--- src/rtl/fmap_pkg.sv ---
// Shared types and elaboration helpers for the feature-map write scheduler.
package fmap_pkg;

   typedef enum logic {FILL, WAIT_REL} fmap_wr_state_t;

   function automatic int unsigned total_pixels(input int unsigned width);
      return width * width;
   endfunction

   // Index width that stays at least one bit for single-entry ranges.
   function automatic int unsigned idx_width(input int unsigned n);
      return (n > 1) ? $clog2(n) : 1;
   endfunction

endpackage

--- src/rtl/rr_multi_grant.sv ---
// Combinational round-robin arbiter granting up to ProcessingElements requesters per cycle,
// scanning upward from rr_ptr_i and assigning ports in scan order.
module rr_multi_grant
   import fmap_pkg::*;
#(
   parameter int unsigned NumberOfK          = 4,
   parameter int unsigned ProcessingElements = 2,
   parameter int unsigned KidxW              = 2
) (
   input  logic [NumberOfK-1:0]                        req_i,
   input  logic [KidxW-1:0]                            rr_ptr_i,
   output logic [ProcessingElements-1:0]               gnt_valid_o,
   output logic [ProcessingElements-1:0][KidxW-1:0]    gnt_idx_o,
   output logic [NumberOfK-1:0]                        gnt_mask_o,
   output logic [KidxW-1:0]                            rr_ptr_o
);

   localparam int unsigned PortW = idx_width(ProcessingElements);

   always_comb begin
      int unsigned port;
      int unsigned idx;
      gnt_valid_o = '0;
      gnt_idx_o   = '0;
      gnt_mask_o  = '0;
      rr_ptr_o    = rr_ptr_i;
      port        = 0;
      idx         = 0;
      for (int unsigned i = 0; i < NumberOfK; i++) begin
         idx = (32'(rr_ptr_i) + i) % NumberOfK;
         if (req_i[KidxW'(idx)] && (port < ProcessingElements)) begin
            gnt_valid_o[PortW'(port)] = 1'b1;
            gnt_idx_o[PortW'(port)]   = KidxW'(idx);
            gnt_mask_o[KidxW'(idx)]   = 1'b1;
            // Pointer moves just past the most recently granted kernel.
            rr_ptr_o                  = KidxW'((idx + 1) % NumberOfK);
            port                      = port + 1;
         end
      end
   end

endmodule

--- src/rtl/fmap_write_scheduler.sv ---
// Buffers one pixel per kernel stream and issues round-robin BRAM writes, one frame at a time,
// stalling after each frame until the readout side releases the buffer.
module fmap_write_scheduler
   import fmap_pkg::*;
#(
   parameter int unsigned NumberOfK          = 4,
   parameter int unsigned BitSize            = 32,
   parameter int unsigned ProcessingElements = 2,
   parameter int unsigned ImageWidth         = 4,
   parameter int unsigned AddrWidth          = 32
) (
   input  logic                                           clk_i,
   input  logic                                           res_i,
   input  logic [NumberOfK-1:0]                           in_valid_i,
   input  logic [NumberOfK-1:0][BitSize-1:0]              in_data_i,
   output logic [NumberOfK-1:0]                           in_ready_o,
   output logic [ProcessingElements-1:0]                  wr_en_o,
   output logic [ProcessingElements-1:0][AddrWidth-1:0]   wr_addr_o,
   output logic [ProcessingElements-1:0][BitSize-1:0]     wr_data_o,
   output logic                                           frame_done_o,
   input  logic                                           buf_release_i
);

   localparam int unsigned TotalPixels = total_pixels(ImageWidth);
   localparam int unsigned KIDX_W      = idx_width(NumberOfK);
   localparam int unsigned CNT_W       = $clog2(TotalPixels + 1);
   localparam logic [CNT_W-1:0] CntMax = CNT_W'(TotalPixels);

   if ((ProcessingElements > NumberOfK) || (BitSize > 32) ||
       (longint'(NumberOfK) * longint'(TotalPixels) > (longint'(1) << AddrWidth)))
   begin : g_param_err
      $error("fmap_write_scheduler: illegal parameter combination");
   end

   fmap_wr_state_t state_q, state_d;

   logic [NumberOfK-1:0]                         hold_v_q, hold_v_d;
   logic [NumberOfK-1:0][BitSize-1:0]            hold_d_q, hold_d_d;
   logic [NumberOfK-1:0][CNT_W-1:0]              acc_cnt_q, acc_cnt_d;
   logic [NumberOfK-1:0][CNT_W-1:0]              wr_cnt_q, wr_cnt_d;
   logic [KIDX_W-1:0]                            rr_ptr_q, rr_ptr_d, rr_ptr_nxt;
   logic [ProcessingElements-1:0]                wr_en_q, wr_en_d;
   logic [ProcessingElements-1:0][AddrWidth-1:0] wr_addr_q, wr_addr_d;
   logic [ProcessingElements-1:0][BitSize-1:0]   wr_data_q, wr_data_d;
   logic                                         frame_done_q, frame_done_d;

   logic [ProcessingElements-1:0]                gnt_valid;
   logic [ProcessingElements-1:0][KIDX_W-1:0]    gnt_idx;
   logic [NumberOfK-1:0]                         gnt_mask, req, accept;
   logic                                         fill, release_buf, frame_complete;

   assign req = hold_v_q & {NumberOfK{fill}};

   rr_multi_grant #(
      .NumberOfK          (NumberOfK),
      .ProcessingElements (ProcessingElements),
      .KidxW              (KIDX_W)
   ) u_rr_multi_grant (
      .req_i       (req),
      .rr_ptr_i    (rr_ptr_q),
      .gnt_valid_o (gnt_valid),
      .gnt_idx_o   (gnt_idx),
      .gnt_mask_o  (gnt_mask),
      .rr_ptr_o    (rr_ptr_nxt)
   );

   always_ff @(posedge clk_i) begin
      if (res_i) begin
         state_q <= FILL;
      end else begin
         state_q <= state_d;
      end
   end

   always_comb begin
      state_d = state_q;
      unique case (state_q)
         FILL:     if (frame_complete) state_d = WAIT_REL;
         WAIT_REL: if (buf_release_i)  state_d = FILL;
      endcase
   end

   always_comb begin
      fill         = 1'b0;
      release_buf  = 1'b0;
      frame_done_d = 1'b0;
      unique case (state_q)
         FILL: begin
            fill         = 1'b1;
            frame_done_d = frame_complete;
         end
         WAIT_REL: release_buf = buf_release_i;
      endcase
   end

   // A held pixel may be replaced in the same cycle it is granted.
   always_comb begin
      for (int k = 0; k < NumberOfK; k++) begin
         in_ready_o[k] = fill && !res_i && (acc_cnt_q[k] < CntMax) &&
                         (!hold_v_q[k] || gnt_mask[k]);
      end
   end

   assign accept = in_ready_o & in_valid_i;

   always_comb begin
      hold_v_d       = hold_v_q;
      hold_d_d       = hold_d_q;
      acc_cnt_d      = acc_cnt_q;
      wr_cnt_d       = wr_cnt_q;
      frame_complete = 1'b1;
      for (int k = 0; k < NumberOfK; k++) begin
         if (gnt_mask[k]) begin
            hold_v_d[k] = 1'b0;
            wr_cnt_d[k] = wr_cnt_q[k] + CNT_W'(1);
         end
         if (accept[k]) begin
            hold_v_d[k]  = 1'b1;
            hold_d_d[k]  = in_data_i[k];
            acc_cnt_d[k] = acc_cnt_q[k] + CNT_W'(1);
         end
         if (wr_cnt_d[k] != CntMax) frame_complete = 1'b0;
      end
      if (release_buf) begin
         acc_cnt_d = '0;
         wr_cnt_d  = '0;
      end
      rr_ptr_d = release_buf ? '0 : rr_ptr_nxt;
   end

   always_comb begin
      wr_en_d   = '0;
      wr_addr_d = wr_addr_q;
      wr_data_d = wr_data_q;
      for (int j = 0; j < ProcessingElements; j++) begin
         if (gnt_valid[j]) begin
            wr_en_d[j]   = 1'b1;
            wr_addr_d[j] = AddrWidth'(gnt_idx[j]) * AddrWidth'(TotalPixels) +
                           AddrWidth'(wr_cnt_q[gnt_idx[j]]);
            wr_data_d[j] = hold_d_q[gnt_idx[j]];
         end
      end
   end

   always_ff @(posedge clk_i) begin
      if (res_i) begin
         hold_v_q     <= '0;
         hold_d_q     <= '0;
         acc_cnt_q    <= '0;
         wr_cnt_q     <= '0;
         rr_ptr_q     <= '0;
         wr_en_q      <= '0;
         wr_addr_q    <= '0;
         wr_data_q    <= '0;
         frame_done_q <= 1'b0;
      end else begin
         hold_v_q     <= hold_v_d;
         hold_d_q     <= hold_d_d;
         acc_cnt_q    <= acc_cnt_d;
         wr_cnt_q     <= wr_cnt_d;
         rr_ptr_q     <= rr_ptr_d;
         wr_en_q      <= wr_en_d;
         wr_addr_q    <= wr_addr_d;
         wr_data_q    <= wr_data_d;
         frame_done_q <= frame_done_d;
      end
   end

   assign wr_en_o      = wr_en_q;
   assign wr_addr_o    = wr_addr_q;
   assign wr_data_o    = wr_data_q;
   assign frame_done_o = frame_done_q;

endmodule

--- config.mk ---
export PLATFORM = sky130hd
export DESIGN_NAME = fmap_write_scheduler
export DESIGN_NICKNAME = d
export VERILOG_FILES = /design/src/rtl/fmap_pkg.sv /design/src/rtl/rr_multi_grant.sv /design/src/rtl/fmap_write_scheduler.sv
export SDC_FILE = /design/constraint.sdc
export NUM_CORES = 1
export LEC_CHECK = 0
export ABC_AREA = 0
export CAP_MARGIN = 20
export CORE_UTILIZATION = 52
export DETAILED_ROUTE_END_ITERATION = 16
export HOLD_SLACK_MARGIN = 0.15
export MAX_ROUTING_LAYER = met4
export PLACE_DENSITY = 0.9
export SLEW_MARGIN = 30
export SYNTH_ARGS = -nofsm -noshare
export SYNTH_HDL_FRONTEND = slang
export SYNTH_SLANG_ARGS = --single-unit
--- constraint.sdc ---
create_clock -name clk_i -period 7.5 [get_ports clk_i]
set_input_delay 1.5 -clock clk_i [delete_from_list [all_inputs] [get_ports clk_i]]
set_output_delay 1.5 -clock clk_i [all_outputs]
set_load 0.05 [all_outputs]
==> impl_results.md <==
* Status: complete, no violations
* First-pass GRT wire length at between 60000 and 70000 um
* Boundary Pins at 270
* Worst reg2reg path depth at 15
* Largest family of logic cells by synthesized area: simple AND/OR/NAND/NOR gates
* Max cap viols at 0
* # H-tree levels at 1
* Most common cell after layout, fill and taps aside: nand2_1
* Number of synthesized flops with an enable pin at 0
* Setup Buffers After CTS at 0
* Final HPWL DP at roughly 26000 um
* Root Driver: clkbuf_16
* Total CTS buffers at 27
* # DRC at 0
* IO Port Bufs at approximately 220
* Sequential share of the synthesized area at 40.2%
* Worst-case clock buffer depth at 3
* Seq cells post-synth at 256
* DRT antenna net count at 0
* Flop2flop setup slack at about 1600 ps
* CORE AREA at 23800 um^2
* Synth async-reset ratio at 0%
* Layout cell share with drive strength beyond 1 at 7.49%
* Distinct cells, synth at 67
* Largest net degree at the start of global routing at 83
* TritonCTS clock tree: done
* Final WL at between 40000 and 50000 um
* Post-Synth Adder-Cell Area at under 10%
* Hold buffers post-CTS at 0
* Largest stage delay, worst path at 760 ps
* CP Buf/Inv Count at 3
* FF-to-FF Start: rr_ptr_q[1]
* Synth top area share at between 40% and 50%
* Skew final at 9.99 ps
* Post-synthesis mux area share at ~11%
* Kind of critical path: flop to output port
* Final Hold Fails at 0
* Crit path launch: rr_ptr_q[1]
* Setup Slack @ Placement at roughly 1300 ps
* Area delta synth->final at 25.6%
* Die span in x at 159 um
* Tcrit/Tclk final at 91.1%
* Pwr/cell area at approximately 330 nW/um^2
* YS warnings at 0
* Vias at 12100
* TritonRoute pass-1 iters at 5
* Synthesized area at 12700 um^2
* RR Endpoint: wr_data_o[26]
* Placed Cells at approximately 2000
* Inserted Diodes at 0
* CP top delay family: buffers and inverters
* Slew margin rel. at roughly a third
* Max Transition Viols Final at 0
* DIE AREA at 25100 um^2
* XOR/XNOR Fraction of Synth Area at 1.86%
* Drt wl/cell at roughly 20 um
* Pleak at about 0.0058 uW
* Most used cell, CP: ha_1
* Register area at ~5000 um^2
* Crit start category: flop
* Post-route cell area at ~16000 um^2
* Synth area leaders: dfxtp_1, nand2_1, mux2i_1
* Clk sinks at 256
* Multi-input logic area at ~7000 um^2
* Critical Path RT at around 6000 ps
* # setup viols final at 0
* Setup TNS at 0 ps
* Initial DRC Count at roughly 900
* Fillcell total at 1772
* Slew @ Worst Pin at 1020 ps
* Mapped Cells at approximately 1500
* Overall Global Routing Usage at 33.1%
* CP arrival at between 5000 and 6000 ps
* Vias in the first global route at 11900
* Aggregate global routing overflow at 0
* Core Rows at between 50 and 60
* Peak supply drop at about 0.00022 V
* Max FO, Critical Path at 15
* Placement Cell Area at 15000 um^2
* Die height at 159 um
* Setup ws final at 666 ps
* Post-Synth Simple-Gate Area at 19.7%
* Drt via density at 6.04
* Max Fclk at 146 MHz
* Post-CTS sizing at 0
* Hold Path Class: flop to flop
* Synth area leader: dfxtp_1
* Worst skew pair latency at 550 ps
* Crit-path cells: inv_1, ha_1, mux4_2, and2_1, ha_1, nor2_1, and3_4, a311o_4, a311oi_4, buf_4, a211oi_1, clkdlybuf4s50_1
* Syn avg cell area at 8.52 um^2
* Final Wtd Congestion at 0.948
* Slowest cell on the critical path: clkdlybuf4s50_1
* Final #Nets at about 1800
* Post-synthesis compound-gate area fraction at 17.4%
* Min Tclk post-route at between 6000 and 7000 ps
* RSZ-0062 raised after global routing: false
* Most frequent cells in the layout: nand2_1, dfxtp_1, clkdlybuf4s50_1
* Cell count along the critical path at 12
* Non-Filler Instances at around 2000
* Worst setup EP type: output port
* Reg clk slew, reported paths at 60 ps
* Post-synth top flop: dfxtp_1
* Starting Density at 53.6%
* Initial antenna violation count at 0
* Critical path capture point: in_ready_o[0]
-- stage by stage --
stage | hold slack, ps | power [uW] | util [%]
global route | 488 | 5460 | 67.4
finish | 468 | 5280 | 67.4
detailed placement | 455 | 3830 | 63.3
global placement | 448 | 3760 | 62.9
floorplan | 444 | 3140 | -
CTS | 470 | 5210 | 67.2
-- cell type report --
type | count | share of cell area, %
clock buffers | 42 | 5.26
well taps | 319 | 2.49
repair buffers | 248 | 15.6
flip-flops and latches | 256 | 32.0
clock inverters | 8 | 0.555
inverters | 21 | 0.493
multi-input cells | 1107 | 43.6
-- kinds of logic (layout without fill, tap and decap cells) --
group                      after synthesis  in the layout
other                                    1             50
xor gates and xnor gates                27             27
buffers and inverters                  181            319
and+or+nand+nor                        540            540
muxes                                  137            137
adders and majority gates               23             23
AOI/OAI and AO/OA                      330            330
DFF                                    256            256
-- per-layer routing --
layer | part of all wire, % | up-vias | track usage (%)
li1 | - | 5530 | -
met1 | 40 | 5690 | 40.2
met2 | 47 | 725 | 53.7
met3 | 9.3 | 137 | 5.17
met4 | 4.2 | 0 | 15.5
met5 | 0 | - | -
-- sequential cells by signal, indices dropped and copies added, names as in the netlist --
name	cells
rr_ptr_q	2
state_q	1
wr_cnt_q	20
frame_done_o	1
hold_d_q	128
acc_cnt_q	20
wr_en_o	2
wr_data_o	64
hold_v_q	4
wr_addr_o	14
-- worst register-to-register path, stage by stage (launching register included) --
cell	delay, ps
dfxtp_1	660
inv_1	250
ha_1	360
mux4_2	450
and2_1	330
ha_1	520
nor2_1	140
and3_4	210
a311o_4	450
a21boi_0	370
o22ai_4	260
buf_16	240
nand2b_4	450
buf_4	630
mux2i_1	290
o211ai_1	120
-- Yosys cell counts, drive strengths merged (7+ instances only) --
master and count:
a21oi 151, a31oi 39, and4bb 15, buf 91
clkbuf 69, dfxtp 256, ha 23, inv 21
mux2i 130, nand2 364, nand2b 7, nand3 21
nand4 9, nor2 54, nor2b 9, nor3 10
nor4bb 21, o211ai 38, o21ai 10, o221ai 37
o22ai 7, xnor2 11, xor2 16
-- power by group --
| group | internal (uW) | total [uW] | switching [uW] |
|---|---|---|---|
| registers | 1490 | 1630 | 134 |
| logic | 806 | 2270 | 1460 |
| clock network | 810 | 1380 | 573 |
| total | 3110 | 5280 | 2170 |
-- how the worst min path moves through the flow --
stage | startpoint | endpoint | slack [ps] | cells past startpoint
3_5_place_dp | wr_data_o[55] | wr_data_o[55] | 450 | 2
5_1_grt | wr_data_o[35] | wr_data_o[35] | 490 | 2
6_report | hold_d_q[44] | hold_d_q[44] | 470 | 2
3_3_place_gp | wr_addr_o[33] | wr_addr_o[33] | 450 | 2
4_1_cts | hold_d_q[63] | hold_d_q[63] | 470 | 2
2_1_floorplan | hold_d_q[35] | hold_d_q[35] | 440 | 2
Power figures use the tool's default switching activity.
